<file path="src/rtl/add_mul_seq_pkg.sv">
// Shared types and constants for the sequential add/multiply unit.
package add_mul_seq_pkg;

  typedef enum logic [1:0] {
    ST_IDLE = 2'd0,
    ST_MUL  = 2'd1,
    ST_DONE = 2'd2
  } state_e;

  localparam logic OP_ADD = 1'b0;
  localparam logic OP_MUL = 1'b1;

  localparam int WIDTH_MIN = 2;
  localparam int WIDTH_MAX = 32;

endpackage

</file>
<file path="src/rtl/add_mul_step.sv">
// Combinational datapath: one shift-add multiply step plus the operand adder.
module add_mul_step #(
  parameter int WIDTH = 4
) (
  input  logic [2*WIDTH-1:0] acc_i,
  input  logic [2*WIDTH-1:0] mcand_i,
  input  logic               mbit_i,
  input  logic [WIDTH-1:0]   a_i,
  input  logic [WIDTH-1:0]   b_i,
  output logic [2*WIDTH-1:0] acc_o,
  output logic [WIDTH:0]     sum_o
);

  assign acc_o = acc_i + (mbit_i ? mcand_i : '0);
  assign sum_o = {1'b0, a_i} + {1'b0, b_i};

endmodule

</file>
<file path="src/rtl/add_mul_seq_unit.sv">
// Sequential unsigned add (1 cycle) / shift-add multiply (WIDTH cycles) with valid/ready handshakes.
module add_mul_seq_unit
  import add_mul_seq_pkg::*;
#(
  parameter int WIDTH = 4
) (
  input  logic               clk,
  input  logic               rst_n,
  input  logic               in_valid,
  output logic               in_ready,
  input  logic               op,
  input  logic [WIDTH-1:0]   a,
  input  logic [WIDTH-1:0]   b,
  output logic               out_valid,
  input  logic               out_ready,
  output logic [2*WIDTH-1:0] result,
  output logic               op_out
);

  localparam int CW = $clog2(WIDTH + 1);
  localparam logic [CW-1:0] CNT_LAST = CW'(WIDTH - 1);

  state_e             state_q;
  logic [2*WIDTH-1:0] acc_q;
  logic [2*WIDTH-1:0] mcand_q;
  logic [WIDTH-1:0]   mplier_q;
  logic               op_q;
  logic [CW-1:0]      cnt_q;

  logic [2*WIDTH-1:0] acc_d;
  logic [WIDTH:0]     sum_d;

  add_mul_step #(.WIDTH(WIDTH)) u_step (
    .acc_i   (acc_q),
    .mcand_i (mcand_q),
    .mbit_i  (mplier_q[0]),
    .a_i     (a),
    .b_i     (b),
    .acc_o   (acc_d),
    .sum_o   (sum_d)
  );

  always_ff @(posedge clk) begin
    if (!rst_n) begin
      state_q  <= ST_IDLE;
      acc_q    <= '0;
      mcand_q  <= '0;
      mplier_q <= '0;
      op_q     <= OP_ADD;
      cnt_q    <= '0;
    end else begin
      case (state_q)
        ST_IDLE: begin
          if (in_valid) begin
            op_q     <= op;
            mcand_q  <= {{WIDTH{1'b0}}, a};
            mplier_q <= b;
            cnt_q    <= '0;
            if (op == OP_MUL) begin
              acc_q   <= '0;
              state_q <= ST_MUL;
            end else begin
              acc_q   <= {{(WIDTH-1){1'b0}}, sum_d};
              state_q <= ST_DONE;
            end
          end
        end
        // Fixed WIDTH iterations, LSB of multiplier first; zero operands do not shortcut.
        ST_MUL: begin
          acc_q    <= acc_d;
          mcand_q  <= mcand_q << 1;
          mplier_q <= mplier_q >> 1;
          cnt_q    <= cnt_q + CW'(1);
          if (cnt_q == CNT_LAST) state_q <= ST_DONE;
        end
        ST_DONE: begin
          if (out_ready) state_q <= ST_IDLE;
        end
        default: state_q <= ST_IDLE;
      endcase
    end
  end

  assign in_ready  = (state_q == ST_IDLE);
  assign out_valid = (state_q == ST_DONE);
  assign result    = acc_q;
  assign op_out    = op_q;

endmodule

</file>
<file path="config.mk">
export PLATFORM = sky130hd
export DESIGN_NAME = add_mul_seq_unit
export DESIGN_NICKNAME = d
export VERILOG_FILES = /design/src/rtl/add_mul_seq_pkg.sv /design/src/rtl/add_mul_step.sv /design/src/rtl/add_mul_seq_unit.sv
export SDC_FILE = /design/constraint.sdc
export NUM_CORES = 1
export LEC_CHECK = 0
export BUFFER_PORTS_ARGS = -buffer_cell sky130_fd_sc_hd__buf_2
export CORE_ASPECT_RATIO = 2
export CORE_MARGIN = 4
export CORE_UTILIZATION = 56
export CTS_BUF_LIST = sky130_fd_sc_hd__clkbuf_16
export CTS_CLUSTER_DIAMETER = 30
export DETAILED_ROUTE_END_ITERATION = 10
export GPL_TIMING_DRIVEN = 0
export HOLD_SLACK_MARGIN = 0.06
export PLACE_DENSITY = 0.77
export SLEW_MARGIN = 20
export SYNTH_ARGS = -nofsm -noshare
export SYNTH_HDL_FRONTEND = slang
export SYNTH_SLANG_ARGS = --single-unit
</file>
<file path="constraint.sdc">
create_clock -name clk -period 2.7 [get_ports clk]
set_clock_uncertainty 0.1 [all_clocks]
set_input_delay 0.54 -clock clk [delete_from_list [all_inputs] [get_ports clk]]
set_output_delay 0.54 -clock clk [all_outputs]
set_load 0.01 [all_outputs]
</file>
==> results.txt <==
The fraction of registers with async set/reset works out to 0%. The H-tree depth reported by CTS was 1. The number of nets with antenna violations after detailed routing is 0, and the aggregate negative setup slack is 0 ns. The number of max-slew violations in the final report is 0, and the cell leakage power is 0.853 nW. Busiest layer in global routing: met2. The fill cell total of the finished layout is 237. In this run, the number of DRC markers left after iteration 0 of detailed routing was 44. Yosys attributes the largest share of cell area to sky130_fd_sc_hd__dfxtp_1, sky130_fd_sc_hd__ha_1, sky130_fd_sc_hd__nand2_1.

Number of standard-cell rows in the floorplan: 27. For the initial standard-cell utilization of the core, the log shows 58.6%. Nature of the critical path endpoint: a flop.

Of all nets on the critical path, the largest fanout is 9. The logs give 27.8% for the met1 usage in global routing and 0.856 for the final estimated routing congestion in global placement. For this run, the post-layout net count is 239. The share of final-layout standard cells stronger than drive strength 1 was 20.5%. Counting flops with a built-in enable in the synthesized netlist gives 0. After routing the design area is 1850 um^2. For this block, the via count after detailed routing is 1436. Prior to clock tree synthesis, the placed netlist has a worst setup slack of 0.432 ns. The tools report the sequential element share of the synthesized area as 32.5%. The number of buffers inserted to repair setup after CTS was 0. Among all flip-flop cells after synthesis, the most frequent one is sky130_fd_sc_hd__dfxtp_1. CTS saw 26 sinks. The worst-case IR drop observed on VDD is 0.447 mV. Counting distinct cell types in the post-synthesis netlist gives 40. The first global-routing pass estimated 7040 um of wire. Wires add up to 3980 um.

The met3 routing resource usage after global routing came out at 2.38%. The horizontal die dimension was 45.8 um. After detailed routing, the number of remaining DRC violations is 0. Based on the critical path, the design can be clocked at up to 0.431 GHz.

Buffers inserted during clock tree synthesis total 3. TritonCTS built the clock tree. The first detailed-routing pass took 4 iterations. The cell count after synthesis came out at 184. The synthesized netlist occupies a cell area of 1600 um^2. The floorplan step defined a die boundary enclosing 3830 um^2.

Once detailed placement completed, the half-perimeter wirelength came to 3040 um. The type of the worst setup path was reg -> reg. The number of synthesized register bits works out to 26. For the final-report setup violation count, the log shows 0. For the worst setup path, the data arrival time is 2.40 ns. The most common cell in the synthesized netlist is sky130_fd_sc_hd__dfxtp_1. Pin placement for this block handled 24 I/O pins. 0 antenna diodes ended up in the layout. Subtracting the final worst setup slack from the clock period gives 2.32 ns. Power spread over the standard cell area amounts to 572 nW/um^2. Maximum count of clock buffers along a single path: 2. The flow ran to the end, and the final reports show no timing, DRC or antenna violations. Ranked by instance count, the synthesized netlist is headed by sky130_fd_sc_hd__dfxtp_1, sky130_fd_sc_hd__nand2_1, sky130_fd_sc_hd__ha_1.

STA classifies the critical path startpoint as a flop. The logs give 1562 for the via count of the first global-routing pass and 212 for the net count of the mapped netlist. The number of antenna violations at the first check in global routing came out at 0.

The cell accounting for the most synthesized area was sky130_fd_sc_hd__dfxtp_1. The tools report the quantity of hold-fixing buffers added after cts as 0. Across the run, the number of max-cap violations was 0.

Port buffering added 22 buffers. The count of endpoints failing hold in the final timing report is 0, and the synthesized area per cell is 8.71 um^2. The total track usage is 23.9%, and the chip height is 83.7 um.

The run gives 2740 um^2 as the floorplan core area. Headroom to the max-slew limit came out at 65.8%. The clock-pin slew on the worst setup and hold paths is 0.07 ns, and the post-route fraction of the period consumed by the critical path is 86.0%. In this run the clock root is driven by a sky130_fd_sc_hd__clkbuf_16.

The Yosys step of the flow raised 0 warnings. Setup repair after global routing left no endpoint under its margin. The final standard cell utilization of the core came out at 67.8%. The post-route worst setup slack was 0.379 ns.

The kind of path behind the tightest hold check is reg -> reg. Entering global routing, the biggest net connects 16 pins. The area growth from synthesis to layout is 15.7%.

For the pin with the worst max-slew slack, the measured transition is 0.513 ns. After detailed routing, the number of vias per cell comes to 6.01. At the worst endpoint, the required time is 2.78 ns. The run gives 0 as the overflow left after global routing. In this run the cell area measured after placement is 1750 um^2. Gates resized during post-CTS repair numbered 0. The wire length per cell is 16.7 um, and the clock network latency to the later pin of the worst-skew pair is 0.26 ns. For this run, global-route usage on met2 was measured as 42.2%. Share of Yosys cell area claimed by the top area cell type: 32.5%.
-- critical path, stage by stage, from the launching register on --
cell,delay [ns]
sky130_fd_sc_hd__dfxtp_1,0.51
sky130_fd_sc_hd__and2_1,0.19
sky130_fd_sc_hd__ha_1,0.20
sky130_fd_sc_hd__inv_1,0.07
sky130_fd_sc_hd__fa_1,0.44
sky130_fd_sc_hd__nor2b_4,0.15
sky130_fd_sc_hd__o31a_1,0.17
sky130_fd_sc_hd__o21a_1,0.15
sky130_fd_sc_hd__nor3_1,0.06
sky130_fd_sc_hd__o31ai_2,0.22
-- layer usage --
layer	vias to the layer above	part of all wire [%]
met4	0	2.2
met5	-	0
met3	9	3.4
met2	36	55
li1	700	-
met1	691	40
-- metrics by stage --
| step | hold WS [ns] | cells | total power, mW |
|---|---|---|---|
| 2_1_floorplan | 0.341 | 184 | 0.565 |
| 3_3_place_gp | 0.352 | 235 | 0.618 |
| 3_5_place_dp | 0.359 | 235 | 0.629 |
| 4_1_cts | 0.368 | 239 | 1.06 |
| 5_1_grt | 0.402 | 239 | 1.10 |
| 6_report | 0.367 | 239 | 1.06 |
-- cell families after synthesis --
family / after synthesis / share of synthesized area, %
AOI/OAI and AO/OA: 49 / 23.1
xor gates and xnor gates: 7 / 3.83
adders and majority gates: 15 / 12.6
buffers and inverters: 14 / 3.90
DFF: 26 / 32.5
muxes: 1 / 0.703
and+or+nand+nor: 72 / 23.3
-- sequential cells by signal, summed over array words and instances, names as in the netlist --
register  count
result        8
cnt_q         3
mcand_q       8
op_out        1
mplier_q      4
state_q       2
-- where the power goes --
| group | switching [mW] | total (mW) | internal, mW |
|---|---|---|---|
| Sequential | 0.0234 | 0.431 | 0.408 |
| Clock | 0.142 | 0.437 | 0.295 |
| Combinational | 0.111 | 0.193 | 0.0823 |
-- area by class of cell --
class	instances	area (um^2)	area share, %
multi-input combinational	144	1020	55.0
tap	29	36.3	1.96
sequential	26	520	28.1
timing repair buffer	22	110	5.94
clock buffer	3	75.1	4.05
inverter	4	15.0	0.810
clock inverter	1	30.0	1.62
buffer	10	47.5	2.56
-- worst paths after layout --
path / startpoint / to / slack (ns) / depth (start not counted)
worst min-delay path: mplier_q[3] / mplier_q[3] / 0.37 / 2
worst min register to register: mplier_q[3] / mplier_q[3] / 0.37 / 2
worst max register to register: mplier_q[0] / result[6] / 0.38 / 9
worst max-delay path: mplier_q[0] / result[6] / 0.38 / 9
-- layout by cell type, fill, tap and decap left out, drive strengths merged, types with 4 or more instances in the layout --
master	n
clkbuf	5
nand3	11
a22oi	5
buf	30
nor2	10
nor2b	11
dfxtp	26
ha	13
nand2b	4
a21oi	8
and2	8
o21ai	9
nand2	22
o211a	7
xor2	4
inv	4
(Power assumes the default switching activity.)
